File: config.mk
export PLATFORM = sky130hd
export DESIGN_NAME = proc_scheduler
export DESIGN_NICKNAME = d
export VERILOG_FILES = /design/src/rtl/sched_pkg.sv /design/src/rtl/sched_rr_arbiter.sv /design/src/rtl/proc_scheduler.sv
export SDC_FILE = /design/constraint.sdc
export NUM_CORES = 1
export LEC_CHECK = 0
export ABC_CLOCK_PERIOD_IN_PS = 2450
export CAP_MARGIN = 20
export CORE_MARGIN = 5
export CORE_UTILIZATION = 35
export DETAILED_ROUTE_END_ITERATION = 7
export SLEW_MARGIN = 20
export SYNTH_ARGS = -nofsm -noshare
export SYNTH_HDL_FRONTEND = slang
export SYNTH_SLANG_ARGS = --single-unit
File: constraint.sdc
create_clock -name CLK -period 2.45 [get_ports CLK]
set_clock_uncertainty 0.1 [all_clocks]
set_input_delay 0.245 -clock CLK [delete_from_list [all_inputs] [get_ports CLK]]
set_output_delay 0.245 -clock CLK [all_outputs]
set_load 0.01 [all_outputs]
File: src/rtl/sched_pkg.sv
// Shared types and helpers for the round-robin process scheduler.
package sched_pkg;

  typedef enum logic [2:0] {
    S_IDLE,
    S_RUN,
    S_SAVE,
    S_SELECT,
    S_RESTORE
  } sched_state_t;

  localparam int DEFAULT_QUANTUM = 100;

  function automatic int idx_w(input int n);
    return (n > 1) ? $clog2(n) : 1;
  endfunction

endpackage

File: src/rtl/sched_rr_arbiter.sv
// Rotating first-valid search starting after cur_slot; with SCHED_PRIORITY_EN the
// highest priority wins and rotation order breaks ties.
module sched_rr_arbiter
  import sched_pkg::*;
#(
  parameter int NPROC = 4,
  localparam int IW = idx_w(NPROC)
) (
  input  logic [NPROC-1:0]      valid,
  input  logic [IW-1:0]         cur_slot,
`ifdef SCHED_PRIORITY_EN
  input  logic [NPROC-1:0][1:0] prio,
`endif
  output logic                  found,
  output logic [IW-1:0]         sel
);

  logic [IW-1:0] idx;
`ifdef SCHED_PRIORITY_EN
  logic [1:0]    best;
`endif

  always_comb begin
    found = 1'b0;
    sel   = cur_slot;
    idx   = cur_slot;
`ifdef SCHED_PRIORITY_EN
    best  = 2'd0;
`endif
    // Offset NPROC wraps back to cur_slot itself, so a lone process reselects itself.
    for (int i = 1; i <= NPROC; i++) begin
      idx = IW'((int'(cur_slot) + i) % NPROC);
`ifdef SCHED_PRIORITY_EN
      if (valid[idx] && (!found || prio[idx] > best)) begin
        found = 1'b1;
        sel   = idx;
        best  = prio[idx];
      end
`else
      if (valid[idx] && !found) begin
        found = 1'b1;
        sel   = idx;
      end
`endif
    end
  end

endmodule

File: src/rtl/proc_scheduler.sv
// Preemptive round-robin scheduler over NPROC process slots.
// Define SCHED_PRIORITY_EN to add prio_in and priority-aware slot selection.
module proc_scheduler #(
  parameter int NPROC           = 4,
  parameter int ADDR_W          = 32,
  parameter int QUANT_W         = 16,
  parameter int DEFAULT_QUANTUM = sched_pkg::DEFAULT_QUANTUM
) (
  input  logic                                 CLK,
  input  logic                                 reset,
  input  logic                                 set_quantum,
  input  logic [QUANT_W-1:0]                   quantum_in,
  input  logic                                 load_en,
  input  logic [sched_pkg::idx_w(NPROC)-1:0]   load_slot,
  input  logic [ADDR_W-1:0]                    load_base,
`ifdef SCHED_PRIORITY_EN
  input  logic [1:0]                           prio_in,
`endif
  input  logic                                 kill_en,
  input  logic [sched_pkg::idx_w(NPROC)-1:0]   kill_slot,
  input  logic                                 cpu_halt,
  input  logic [ADDR_W-1:0]                    cur_pc,
  input  logic                                 ctx_ack,
  output logic                                 ctx_req,
  output logic                                 resume_valid,
  output logic [ADDR_W-1:0]                    resume_pc,
  output logic [ADDR_W-1:0]                    base_addr,
  output logic [sched_pkg::idx_w(NPROC)-1:0]   cur_slot,
  output logic [QUANT_W-1:0]                   quantum_left,
  output logic                                 idle,
  output logic                                 load_err
);
  import sched_pkg::*;

  localparam int IW = idx_w(NPROC);

  sched_state_t       state_q, state_d;
  logic [NPROC-1:0]   valid_q, valid_d;
  logic [ADDR_W-1:0]  base_q [NPROC];
  logic [ADDR_W-1:0]  base_d [NPROC];
  logic [ADDR_W-1:0]  saved_pc_q [NPROC];
  logic [ADDR_W-1:0]  saved_pc_d [NPROC];
  logic [QUANT_W-1:0] quantum_q, quantum_d;
  logic [QUANT_W-1:0] quantum_left_q, quantum_left_d;
  logic [IW-1:0]      cur_slot_q, cur_slot_d;
  logic               ctx_req_q, ctx_req_d;
  logic               resume_valid_q, resume_valid_d;
  logic [ADDR_W-1:0]  resume_pc_q, resume_pc_d;
  logic [ADDR_W-1:0]  base_addr_q, base_addr_d;
  logic               idle_q, idle_d;
  logic               load_err_q, load_err_d;
`ifdef SCHED_PRIORITY_EN
  logic [NPROC-1:0][1:0] prio_q, prio_d;
`endif

  logic          running;
  logic          arb_found;
  logic [IW-1:0] arb_sel;

  sched_rr_arbiter #(.NPROC(NPROC)) u_arb (
    .valid    (valid_q),
    .cur_slot (cur_slot_q),
`ifdef SCHED_PRIORITY_EN
    .prio     (prio_q),
`endif
    .found    (arb_found),
    .sel      (arb_sel)
  );

  always_comb begin
    state_d        = state_q;
    valid_d        = valid_q;
    base_d         = base_q;
    saved_pc_d     = saved_pc_q;
    quantum_d      = quantum_q;
    quantum_left_d = quantum_left_q;
    cur_slot_d     = cur_slot_q;
    ctx_req_d      = 1'b0;
    resume_valid_d = 1'b0;
    resume_pc_d    = resume_pc_q;
    base_addr_d    = base_addr_q;
    load_err_d     = 1'b0;
`ifdef SCHED_PRIORITY_EN
    prio_d         = prio_q;
`endif
    running = (state_q == S_RUN) || (state_q == S_SAVE) || (state_q == S_RESTORE);

    if (set_quantum) quantum_d = (quantum_in == '0) ? QUANT_W'(1) : quantum_in;

    // A load never disturbs the running slot, and a same-cycle kill overrides it.
    if (load_en) begin
      if (running && load_slot == cur_slot_q) begin
        load_err_d = 1'b1;
      end else if (!(kill_en && kill_slot == load_slot)) begin
        valid_d[load_slot]    = 1'b1;
        base_d[load_slot]     = load_base;
        saved_pc_d[load_slot] = load_base;
`ifdef SCHED_PRIORITY_EN
        prio_d[load_slot]     = prio_in;
`endif
      end
    end
    if (kill_en) valid_d[kill_slot] = 1'b0;

    case (state_q)
      S_IDLE: if (|valid_d) state_d = S_SELECT;
      S_RUN: begin
        if (quantum_left_q != '0) quantum_left_d = quantum_left_q - QUANT_W'(1);
        if (cpu_halt || (kill_en && kill_slot == cur_slot_q)) begin
          valid_d[cur_slot_q] = 1'b0;
          state_d             = S_SELECT;
        end else if (quantum_left_q <= QUANT_W'(1)) begin
          state_d   = S_SAVE;
          ctx_req_d = 1'b1;
        end
      end
      S_SAVE: begin
        if (cpu_halt) begin
          valid_d[cur_slot_q] = 1'b0;
          state_d             = S_SELECT;
        end else if (ctx_ack) begin
          saved_pc_d[cur_slot_q] = cur_pc;
          state_d                = S_SELECT;
        end else begin
          ctx_req_d = 1'b1;
        end
      end
      S_SELECT: begin
        if (arb_found) begin
          cur_slot_d     = arb_sel;
          resume_valid_d = 1'b1;
          resume_pc_d    = saved_pc_q[arb_sel];
          base_addr_d    = base_q[arb_sel];
          state_d        = S_RESTORE;
        end else begin
          state_d = S_IDLE;
        end
      end
      S_RESTORE: begin
        quantum_left_d = quantum_q;
        state_d        = S_RUN;
      end
      default: state_d = S_IDLE;
    endcase

    idle_d = (state_d == S_IDLE);
  end

  always_ff @(posedge CLK or negedge reset) begin
    if (!reset) begin
      state_q        <= S_IDLE;
      valid_q        <= '0;
      for (int i = 0; i < NPROC; i++) begin
        base_q[i]     <= '0;
        saved_pc_q[i] <= '0;
      end
      quantum_q      <= QUANT_W'(DEFAULT_QUANTUM);
      quantum_left_q <= '0;
      cur_slot_q     <= '0;
      ctx_req_q      <= 1'b0;
      resume_valid_q <= 1'b0;
      resume_pc_q    <= '0;
      base_addr_q    <= '0;
      idle_q         <= 1'b1;
      load_err_q     <= 1'b0;
`ifdef SCHED_PRIORITY_EN
      prio_q         <= '0;
`endif
    end else begin
      state_q        <= state_d;
      valid_q        <= valid_d;
      base_q         <= base_d;
      saved_pc_q     <= saved_pc_d;
      quantum_q      <= quantum_d;
      quantum_left_q <= quantum_left_d;
      cur_slot_q     <= cur_slot_d;
      ctx_req_q      <= ctx_req_d;
      resume_valid_q <= resume_valid_d;
      resume_pc_q    <= resume_pc_d;
      base_addr_q    <= base_addr_d;
      idle_q         <= idle_d;
      load_err_q     <= load_err_d;
`ifdef SCHED_PRIORITY_EN
      prio_q         <= prio_d;
`endif
    end
  end

  assign ctx_req      = ctx_req_q;
  assign resume_valid = resume_valid_q;
  assign resume_pc    = resume_pc_q;
  assign base_addr    = base_addr_q;
  assign cur_slot     = cur_slot_q;
  assign quantum_left = quantum_left_q;
  assign idle         = idle_q;
  assign load_err     = load_err_q;

endmodule

==> summary.md, run 1 <==
| Metric | Value |
|---|---|
| Period utilization | `about 100%` |
| Vias in the first global route | `14,700` |
| Maximum clock frequency | `~400 MHz` |
| Synth Instances | `approximately 1,800` |
| Async SR Flop Fraction | `between 90% and 100%` |
| Routability cong. | `0.832` |
| Syn nets | `1,851` |
| Drc violations | `0` |
| Crit path kind | `register to register` |
| Vias | `between 10,000 and 15,000` |
| Worst reg2reg startpoint | `cur_slot[1]` |
| Core outline area | `a little under 50,000 µm²` |
| Slew headroom | `roughly 65%` |
| DIE AREA | `approximately 53,000 µm²` |
| Detailed Route WL | `around 56,000 µm` |
| Die Y | `roughly 230 µm` |
| CTS tree | `done` |
| # rows | `slightly above 80` |
| P per Cell Area | `about 1400 nW/µm²` |
| Total GRT Usage | `around a fifth` |
| Layout cells sized above 1 | `a little over an eighth` |
| Layout Cells excl Fill | `around 2,600` |
| Pin count of the biggest net entering global routing | `94` |
| Grt total ovfl | `0` |
| Synth cell count leaders | `nand2_1 (472), dfrtp_1 (361), nor2_1 (144)` |
| CTS Buffer Depth | `3` |
| Area growth syn-to-layout | `28.1%` |
| Post-detail-place hpwl | `35,000 µm` |
| Register area share after synthesis | `a little over half` |
| Clk slew on worst S/H paths | `around 0.060 ns` |
| Final Hold Viols | `0` |
| Via/cell ratio | `around 5.6` |
| Crit end category | `register` |
| CTS root buffer | `clkbuf_16` |
| Placement-stage cell area | `between 20,000 and 25,000 µm²` |
| Initial antenna violation count | `2` |
| Min Hold Slack | `roughly 0.027 ns` |
| Fin area | `~22,000 µm²` |
| Syn Area/Cell | `about 9.7 µm²` |
| Placed cells | `2,506` |
| Worst EP required | `approximately 2.8 ns` |
| Min cycle time layout | `~2.4 ns` |
| Die width | `231 µm` |
| Iteration-0 DRC Markers | `1,250` |
| Port Buffers | `around 180` |
| Yosys warns | `0` |
| Global-route wire length before repair | `~87,000 µm` |
| CTS Sinks | `around 370` |
| Max-Cap Viols | `0` |
| Num CTS Buffers | `44` |
| Static leakage | `9.71 nW` |
| Status | `finished, final reports clean` |
| Unique cell type count in the Yosys netlist | `between 70 and 80` |
| First drt pass iteration count | `5` |
| Most used standard cell by instance count after synthesis | `nand2_1` |
| Setup crit start | `cur_slot[1]` |
| # H-tree levels | `2` |
| Most used flip-flop cell after synthesis | `dfrtp_1` |
| Worst endpoint data arrival time | `approximately 2.8 ns` |
| Clock latency on the worst-skew pair | `~0.57 ns` |
| Worst Max-Slew Pin Slew | `~0.52 ns` |
| Antenna cells | `0` |
| Hold Crit Class | `primary input to asynchronous set/reset pin` |
| Worst-path fanout max | `30` |
| Yosys top cell area share | `a little over half` |
| Final Setup Violations | `0` |
| Ports | `~180` |
| Ranking of synthesized cells by area | `dfrtp_1 (53%), nand2_1 (10%), mux2i_1 (6.0%), nand4_1 (4.8%), a31oi_1 (3.6%)` |
| Synth area leader | `dfrtp_1` |
| Wire length per cell | `between 20 and 25 µm` |
| Starting Density | `a little over a third` |
| Net count, final | `2,038` |
| Slew Viols, Final | `0` |
| RSZ-0062 raised after global routing | `true` |
| Post-synth EDFFs | `0` |
| Mapped Area | `17,100 µm²` |
| Worst Setup Start Kind | `register` |
| Peak VDD IR | `just over 0.0008 V` |
| Register bit count reported by yosys | `365` |
| Post-route ant nets | `0` |
-- critical path, stage by stage (launching register included) --
cell,delay [ns]
dfrtp_2,0.39
clkinvlp_4,0.11
ha_4,0.29
inv_1,0.06
or4_4,0.51
o211ai_4,0.19
buf_12,0.26
mux2i_2,0.24
o2111ai_1,0.12
-- state kept, by name, indices dropped and copies added (netlist names) --
register      cells
cur_slot          2
quantum_left     16
base_addr        32
resume_valid      1
quantum_q        16
base_q          128
load_err          1
resume_pc        32
idle              1
ctx_req           1
state_q           3
saved_pc_q      128
valid_q           4
-- report_power, final --
part | leakage [nW] | switching, W | internal [W]
Clock | 0.710 | 0.00258 | 0.00390
Sequential | 4.50 | 0.00180 | 0.00870
Combinational | 4.51 | 0.00798 | 0.00646
Total | 9.71 | 0.0124 | 0.0191
-- final timing paths --
kind / slack, ns / cells past startpoint / end
setup / recovery: 0.008 / 8 / resume_pc[19]
max in group asynchronous: 1.41 / 3 / base_q[9]
min in group CLK: 0.24 / 2 / quantum_q[1]
hold reg to reg: 0.37 / 2 / base_q[11]
setup reg to reg: 0.008 / 8 / resume_pc[19]
hold / removal: 0.03 / 2 / saved_pc_q[90]
-- cell type report --
cell class / instances / area (µm²)
timing repair buffer: 281 / 3130
multi-input combinational: 1241 / 7370
clock inverter: 12 / 131
sequential: 365 / 9140
tap: 622 / 778
inverter: 8 / 36.3
fill: 4570 / 26800
clock buffer: 67 / 1310
-- repair_timing --
action / in CTS / in global routing
pin swaps: 0 / 3
buffers inserted: 0 / 6
endpoints found under the hold margin: 361 / 0
gates cloned: 0 / 4
hold buffers: 1 / 0
endpoints found under the setup margin: 18 / 76
resized for setup: 1 / 14
-- cells in the final DEF, fill, tap and decap left out, types with 5 or more instances in the layout --
| cell type | Yosys | routed |
|---|---|---|
| buf_12 | 0 | 39 |
| mux2i_2 | 0 | 10 |
| clkbuf_1 | 64 | 12 |
| nand3_1 | 10 | 10 |
| a31oi_1 | 98 | 98 |
| ha_1 | 6 | 5 |
| mux2_2 | 44 | 43 |
| or4_1 | 6 | 5 |
| o21ai_0 | 9 | 9 |
| and3_1 | 5 | 5 |
| clkbuf_16 | 0 | 49 |
| clkbuf_8 | 0 | 10 |
| xnor2_1 | 7 | 6 |
| nand4_1 | 130 | 130 |
| a21oi_1 | 45 | 45 |
| nor2_1 | 144 | 142 |
| mux2i_1 | 103 | 93 |
| dfrtp_1 | 361 | 360 |
| a221o_1 | 5 | 5 |
| nand2_1 | 472 | 468 |
| o2111ai_1 | 65 | 65 |
| clkinv_2 | 0 | 7 |
| clkdlybuf4s50_1 | 0 | 175 |
| buf_4 | 11 | 58 |
| inv_1 | 6 | 5 |
| mux2_1 | 7 | 7 |
| nor3_1 | 7 | 7 |
| nor4_1 | 6 | 6 |
| o211ai_1 | 5 | 5 |
-- cell families (layout without fill, tap and decap cells) --
kind of cell	after synthesis	in the layout	synth area share, %
and+or+nand+nor	811	811	21.0
DFF	365	365	53.5
AOI/OAI and AO/OA	259	259	10.9
muxes	154	154	9.40
buffers and inverters	148	368	4.20
xor gates and xnor gates	11	11	0.564
adders and majority gates	6	6	0.439
-- layer usage --
layer	vias up	global-route usage (%)	share of wire [%]	wire, µm
li1	6657	-	-	-
met1	7253	27.9	44	24600
met2	538	33.4	47	26700
met3	103	3.79	6.2	3500
met4	4	6.35	2.7	1540
met5	-	0	0.037	21
-- stage by stage --
step	setup TNS [ns]	util [%]	total power, W	setup WS, ns
after global routing	-2.66	45.0	0.0333	-0.0958
after detailed placement	-0.0128	41.6	0.0240	-0.00649
after CTS	-0.280	44.6	0.0306	-0.0301
after floorplan	-5.79	-	0.0184	-0.0971
final	0	45.0	0.0314	0.00837
after global placement	0	41.6	0.0237	0.0240
Note: power is estimated with default switching activity, not from simulation.
==> run 2, diff against run 1 <==
--- a/constraint.sdc
+++ b/constraint.sdc
@@ -3,3 +3,3 @@
 set_input_delay 0.245 -clock CLK [delete_from_list [all_inputs] [get_ports CLK]]
 set_output_delay 0.245 -clock CLK [all_outputs]
-set_load 0.01 [all_outputs]
+set_load 0.1 [all_outputs]
==> run 2 against run 1 <==
  * The run now ends with negative setup slack left
  * Critical path depth is 3 higher
  * Count of clock-buffer cells in the layout is 1 lower
  * First-iteration DRC count is 5.4% lower
  * Setup slack worse by 0.15 ns
  * Power is 24% higher
  * Clock power is 2% lower
  * Critical endpoint is now resume_pc[14]
  * Largest cell class unchanged
  * Highest routed layer unchanged
==> summary.md, run 2 (synthesized netlist as in run 1, its figures left out) <==
| Metric | Value |
|---|---|
| Net count, final | `2,065 (+1.3%)` |
| RSZ-0062 raised after global routing | `true` |
| DIE AREA | `53,300 µm² (unchanged)` |
| Placement-stage cell area | `20,100 µm² (-0.73%)` |
| Wire length per cell | `22.4 µm (+3.3%)` |
| Status | `finished, violations left` |
| Maximum clock frequency | `385 MHz (-5.9%)` |
| Most frequent cells in the layout | `nand2_1 (468), dfrtp_1 (347), buf_4 (145)` |
| Reg power frac | `27.1% (-6.3 points)` |
| Placed cells | `2,505 (-0.040%)` |
| Min Hold Slack | `0.120 ns (+0.0929 ns)` |
| Vias in the first global route | `14,900 (+1.3%)` |
| Period utilization | `106% (+6.2 points)` |
| Iteration-0 DRC Markers | `1,183 (-5.4%)` |
| Clk slew on worst S/H paths | `0.06 ns (about the same)` |
| Ports | `177 (unchanged)` |
| # H-tree levels | `2 (unchanged)` |
| Total GRT Usage | `21.5% (+0.98 points)` |
| Final WS setup | `-0.145 ns (-0.153 ns)` |
| Worst Setup Start Kind | `register` |
| Peak VDD IR | `0.00106 V (+27%)` |
| Worst reg2reg startpoint | `cur_slot[1]` |
| Commonest non-fill, non-tap cell in the layout | `nand2_1` |
| R2R cell count | `11 (+3)` |
| Final Setup Violations | `62 (+62)` |
| Largest registers | `base_q (128), saved_pc_q (128)` |
| Drc violations | `0 (unchanged)` |
| Die width | `231 µm (unchanged)` |
| Area growth syn-to-layout | `31.2%` |
| Post-detail-place hpwl | `34,900 µm (-0.46%)` |
| Via/cell ratio | `5.68 (+1.3%)` |
| P per Cell Area | `1740 nW/µm² (+21%)` |
| Core outline area | `48,600 µm² (unchanged)` |
| Static leakage | `10.1 nW (+4.3%)` |
| Die Y | `231 µm (unchanged)` |
| CTS Buffer Depth | `3 (unchanged)` |
| Vias | `14,900 (+2.4%)` |
| Comb power frac | `56.6% (+11 points)` |
| Worst R2R End | `resume_pc[14]` |
| CTS root buffer | `clkbuf_16` |
| Routability cong. | `0.803 (-3.4%)` |
| Switching Fraction | `45.4% (+6.0 points)` |
| Pin count of the biggest net entering global routing | `68 (-28%)` |
| Post-route ant nets | `0 (unchanged)` |
| Layout cells sized above 1 | `20.0% (+6.6 points)` |
| Critical-path top delay cell | `dfrtp_4` |
| Max-Cap Viols | `0 (unchanged)` |
| Slew headroom | `56.5% (-8.7 points)` |
| Detailed Route WL | `58,800 µm (+4.4%)` |
| Final core utilization | `46.1% (+1.1 points)` |
| CP most frequent cell | `buf_12` |
| Min cycle time layout | `2.59 ns (+0.153 ns)` |
| # rows | `81 (unchanged)` |
| Crit path kind | `register to register` |
| Clock latency on the worst-skew pair | `0.57 ns (about the same)` |
| Fin area | `22,400 µm² (+2.4%)` |
| Clock power share | `16.3% (-4.3 points)` |
| Worst Max-Slew Pin Slew | `0.652 ns (+0.130 ns)` |
| Failing checks | `negative setup slack` |
| Crit end category | `register` |
| Layout Cells excl Fill | `2,622 (+1.0%)` |
| Pint | `0.0213 W (+12%)` |
| Worst reg-to-reg setup slack | `-0.14 ns (-0.15 ns)` |
| CTS tree | `done` |
| Initial antenna violation count | `2 (unchanged)` |
| Worst-path fanout max | `5 (-83%)` |
| Worst path max stage delay | `0.42 ns (-0.09 ns)` |
| Slew Viols, Final | `0 (unchanged)` |
| Worst endpoint data arrival time | `2.94 ns (+0.17 ns)` |
| Final Hold Viols | `0 (unchanged)` |
| Design Power | `0.0390 W (+24%)` |
| Hold Crit Class | `primary input to asynchronous set/reset pin` |
| Starting Density | `35.1% (unchanged)` |
| Worst path cell trace | `clkinvlp_4 > ha_4 > mux2_4 > o211ai_1 > buf_4 > o211ai_4 > buf_12 > buf_12 > buf_16 > mux2i_1 > o2111ai_1` |
| Psw | `0.0177 W (+43%)` |
| Grt total ovfl | `0 (unchanged)` |
| Global-route wire length before repair | `90,000 µm (+3.3%)` |
| Worst EP required | `2.80 ns (+0.02 ns)` |
| First drt pass iteration count | `5 (unchanged)` |
| CTS Sinks | `365 (unchanged)` |
| Num CTS Buffers | `43 (-2.3%)` |
| Port Buffers | `176 (unchanged)` |
-- run 2: area by class of cell --
cell class / count / area (µm²)
well taps: 622 / 778
fillers: 4494 / 26200
repair buffers: 309 / 3580
inverters: 8 / 38.8
clock inverters: 10 / 124
clock buffers: 66 / 1250
diodes: 1 / 2.50
flip-flops and latches: 365 / 9160
multi-input cells: 1241 / 7480
-- run 2: worst max-delay path by stage --
stage                            from            end  slack (ns)  cells after the start
after floorplan           cur_slot[1]   base_addr[3]       -0.32                     10
after global placement    cur_slot[1]   base_addr[9]       -0.03                      8
after detailed placement  cur_slot[1]   base_addr[3]       -0.10                      8
after CTS                 cur_slot[1]  base_addr[27]       -0.12                     10
after global routing      cur_slot[1]  resume_pc[14]       -0.23                     11
final                     cur_slot[1]  resume_pc[14]       -0.14                     11
-- run 2: routing by layer --
layer / global-route usage (%) / vias up / part of all wire, % / wire length [µm]
li1: - / 6704 / - / -
met1: 29.8 / 7531 / 43 / 25500
met2: 34.3 / 546 / 47 / 27600
met3: 3.32 / 116 / 6.3 / 3700
met4: 7.75 / 2 / 3.4 / 2020
met5: 0 / - / 0.034 / 20
-- run 2: power groups by stage --
stage          Clock [W]  Sequential [W]  Combinational, W
2_1_floorplan          0          0.0142           0.00834
4_1_cts          0.00647          0.0105            0.0210
6_report         0.00634          0.0106            0.0221
3_5_place_dp           0          0.0105            0.0175
5_1_grt          0.00670          0.0109            0.0232
3_3_place_gp           0          0.0105            0.0172
-- run 2: per-stage QoR --
step	worst slack (ns)	TNS [ns]
2_1_floorplan	-0.321	-19.83
3_3_place_gp	-0.0284	-0.103
3_5_place_dp	-0.105	-3.77
4_1_cts	-0.117	-4.63
5_1_grt	-0.233	-10.33
6_report	-0.145	-5.03
-- run 2: critical path, delay by kind of cell, from the launching register on --
kind | cells | cell delay (ns)
adders and majority gates | 1 | 0.30
DFF | 1 | 0.42
AOI/OAI and AO/OA | 3 | 0.46
buffers and inverters | 5 | 0.73
muxes | 2 | 0.45
-- run 2: timing repair --
item	CTS	global route
pin swaps	18	34
hold buffers	1	0
setup buffers	13	6
setup endpoints to repair	64	66
cloned	15	7
resized for setup	18	32
hold endpoints to repair	77	0
==> run 3, diff against run 2 <==
Settings changed: CTS_BUF_LIST set to sky130_fd_sc_hd__clkbuf_4.
==> run 3 against run 2 <==
  * The flow still finishes with violations (negative setup slack)
  * Combinational power fell by 9%
  * Cell area grew 0.98%
  * Critical path type unchanged
  * Critical path depth is 1 lower
  * Largest cell class unchanged
  * Critical endpoint is now base_addr[24]
  * Setup slack got worse by 0.024 ns
  * Die area unchanged
  * Routed wire length decreased by 0.25%
  * Via count is 3.0% higher
  * First-iteration DRC count decreased by 6.8%
==> summary.md, run 3 (synthesized netlist as in run 1, its figures left out) <==
| Metric | Value |
|---|---|
| Status | `finished, violations left` |
| Failing checks | `negative setup slack` |
| Global-route wire length before repair | `89,100 µm (-1.1%)` |
| Worst Max-Slew Pin Slew | `0.448 ns (-0.205 ns)` |
| Maximum clock frequency | `382 MHz (-0.90%)` |
| Placement-stage cell area | `20,100 µm² (unchanged)` |
| Initial antenna violation count | `3 (+1)` |
| Die width | `231 µm (unchanged)` |
| Worst-path fanout max | `7 (+2)` |
| Post-route ant nets | `0 (unchanged)` |
| Clk slew on worst S/H paths | `0.07 ns (about the same)` |
| Pin count of the biggest net entering global routing | `65 (-4.4%)` |
| P per Cell Area | `1590 nW/µm² (-8.5%)` |
| Total GRT Usage | `21.0% (-0.46 points)` |
| CTS Buffer Depth | `3 (unchanged)` |
| Min cycle time layout | `2.62 ns (+0.0235 ns)` |
| Setup crit start | `cur_slot[1]` |
| Design Power | `0.0360 W (-7.7%)` |
| CTS Sinks | `365 (unchanged)` |
| # rows | `81 (unchanged)` |
| Slew Viols, Final | `0 (unchanged)` |
| Port Buffers | `176 (unchanged)` |
| Area growth syn-to-layout | `32.5%` |
| R2R cell count | `10 (-1)` |
| Die Y | `231 µm (unchanged)` |
| Final Setup Violations | `62 (unchanged)` |
| Net count, final | `2,184 (+5.8%)` |
| Fin area | `22,600 µm² (+0.98%)` |
| Final Hold Viols | `0 (unchanged)` |
| Core outline area | `48,600 µm² (unchanged)` |
| Via/cell ratio | `5.50 (-3.3%)` |
| Commonest non-fill, non-tap cell in the layout | `nand2_1` |
| Wire length per cell | `21.0 µm (-6.3%)` |
| Worst reg-to-reg setup slack | `-0.17 ns (-0.02 ns)` |
| RSZ-0062 raised after global routing | `true` |
| CTS root buffer | `clkbuf_4` |
| Period utilization | `107% (+0.96 points)` |
| Vias | `15,300 (+3.0%)` |
| Slew headroom | `70.1% (+14 points)` |
| Worst R2R End | `base_addr[24]` |
| Hold Crit Class | `primary input to register` |
| Last element of the critical path | `base_addr[24]` |
| Routability cong. | `0.803 (unchanged)` |
| Fill cells | `4,564 (+1.6%)` |
| Worst reg2reg startpoint | `cur_slot[1]` |
| # H-tree levels | `3 (+1)` |
| Max-Cap Viols | `0 (unchanged)` |
| Static leakage | `10.3 nW (+1.9%)` |
| Starting Density | `35.1% (unchanged)` |
| Layout cells sized above 1 | `21.5% (+1.5 points)` |
| Ports | `177 (unchanged)` |
| Worst endpoint data arrival time | `3.22 ns (+0.28 ns)` |
| Worst Setup Start Kind | `register` |
| CTS tree | `done` |
| Crit path kind | `register to register` |
| Drc violations | `0 (unchanged)` |
| Crit end category | `register` |
| Largest registers | `base_q (128), saved_pc_q (128)` |
| Detailed Route WL | `58,600 µm (-0.25%)` |
| Clock latency on the worst-skew pair | `0.82 ns (+0.25 ns)` |
| DIE AREA | `53,300 µm² (unchanged)` |
| Vias in the first global route | `15,500 (+3.8%)` |
| Iteration-0 DRC Markers | `1,103 (-6.8%)` |
| Worst EP required | `3.06 ns (+0.26 ns)` |
| Final WS setup | `-0.168 ns (-0.0235 ns)` |
| Peak VDD IR | `0.00103 V (-2.5%)` |
| Post-detail-place hpwl | `34,900 µm (unchanged)` |
| Num CTS Buffers | `100 (+130%)` |
| Grt total ovfl | `0 (unchanged)` |
| Most frequent cells in the layout | `nand2_1 (468), dfrtp_1 (347), buf_4 (144)` |
| First drt pass iteration count | `5 (unchanged)` |
-- run 3: cell types whose count changed in the layout (fill, tap and decap cells not counted), sizes merged --
cell         change
clkbuf          +76
inv              -1
clkinv          +36
bufinv           -2
bufbuf           -1
buf             -15
diode            +2
clkinvlp         +1
dlygate4sd3     +74
-- run 3: worst max-delay path, cell delays in order, from the launching register on --
cell and delay [ns]:
dfrtp_4 0.42, clkinvlp_4 0.11, ha_4 0.30, mux2_4 0.30
o211ai_1 0.28, o211a_4 0.25, buf_8 0.15, buf_12 0.11
clkbuf_16 0.15, mux2i_1 0.18, o2111ai_1 0.13
-- run 3: how the worst min path moves through the flow --
stage,start,endpoint,slack [ns],cells past startpoint
4_1_cts,load_base[7],base_q[103],0.00005,3
6_report,cur_pc[0],saved_pc_q[96],0.09,3
2_1_floorplan,reset,base_addr[0],-0.15,0
5_1_grt,cur_pc[2],saved_pc_q[2],0.04,3
3_5_place_dp,reset,base_q[125],0.18,1
3_3_place_gp,reset,saved_pc_q[125],0.17,1
-- run 3: final cells by class --
class                   instances  area, µm²  share of cell area (%)
repair buffers                371       4000                    17.7
flip-flops and latches        365       9160                    40.5
clock inverters                44        188                   0.829
diodes                          3       7.51                  0.0332
clock buffers                 138       1040                    4.58
multi-input cells            1241       7420                    32.8
well taps                     622        778                    3.44
inverters                       8       38.8                   0.171
-- run 3: per-layer routing --
layer,part of all wire (%),wire [µm],vias to the layer above,track usage [%]
li1,-,-,7004,-
met1,44,25600,7643,28.3
met2,47,27600,568,33.7
met3,6.6,3860,130,4.49
met4,2.8,1640,0,7.47
met5,0,0,-,0
-- run 3: power breakdown --
group	internal (W)	total (W)	switching, W
clock network	0.00262	0.00530	0.00268
registers	0.00871	0.0105	0.00183
logic	0.00757	0.0202	0.0126
total	0.0189	0.0360	0.0171
-- run 3: stage by stage --
stage                     setup TNS [ns]  worst slack, ns  std cells  util [%]  hold WS, ns
after floorplan                   -19.83           -0.321       1754         -       -0.151
after global placement            -0.103          -0.0284       2505      41.3        0.169
after detailed placement           -3.77           -0.105       2505      41.3        0.185
after CTS                          -4.24           -0.133       2766      45.5    0.0000465
after global routing              -11.82           -0.274       2791      46.5       0.0351
final                              -5.16           -0.168       2792      46.5       0.0929
-- run 3: repair_timing --
| item | CTS | global route |
|---|---|---|
| gates cloned | 1 | 11 |
| pin swaps | 1 | 15 |
| setup buffers | 2 | 12 |
| setup endpoints to repair | 63 | 85 |
| resized for setup | 4 | 21 |
| endpoints found under the hold margin | 566 | 0 |
| hold buffers | 76 | 0 |
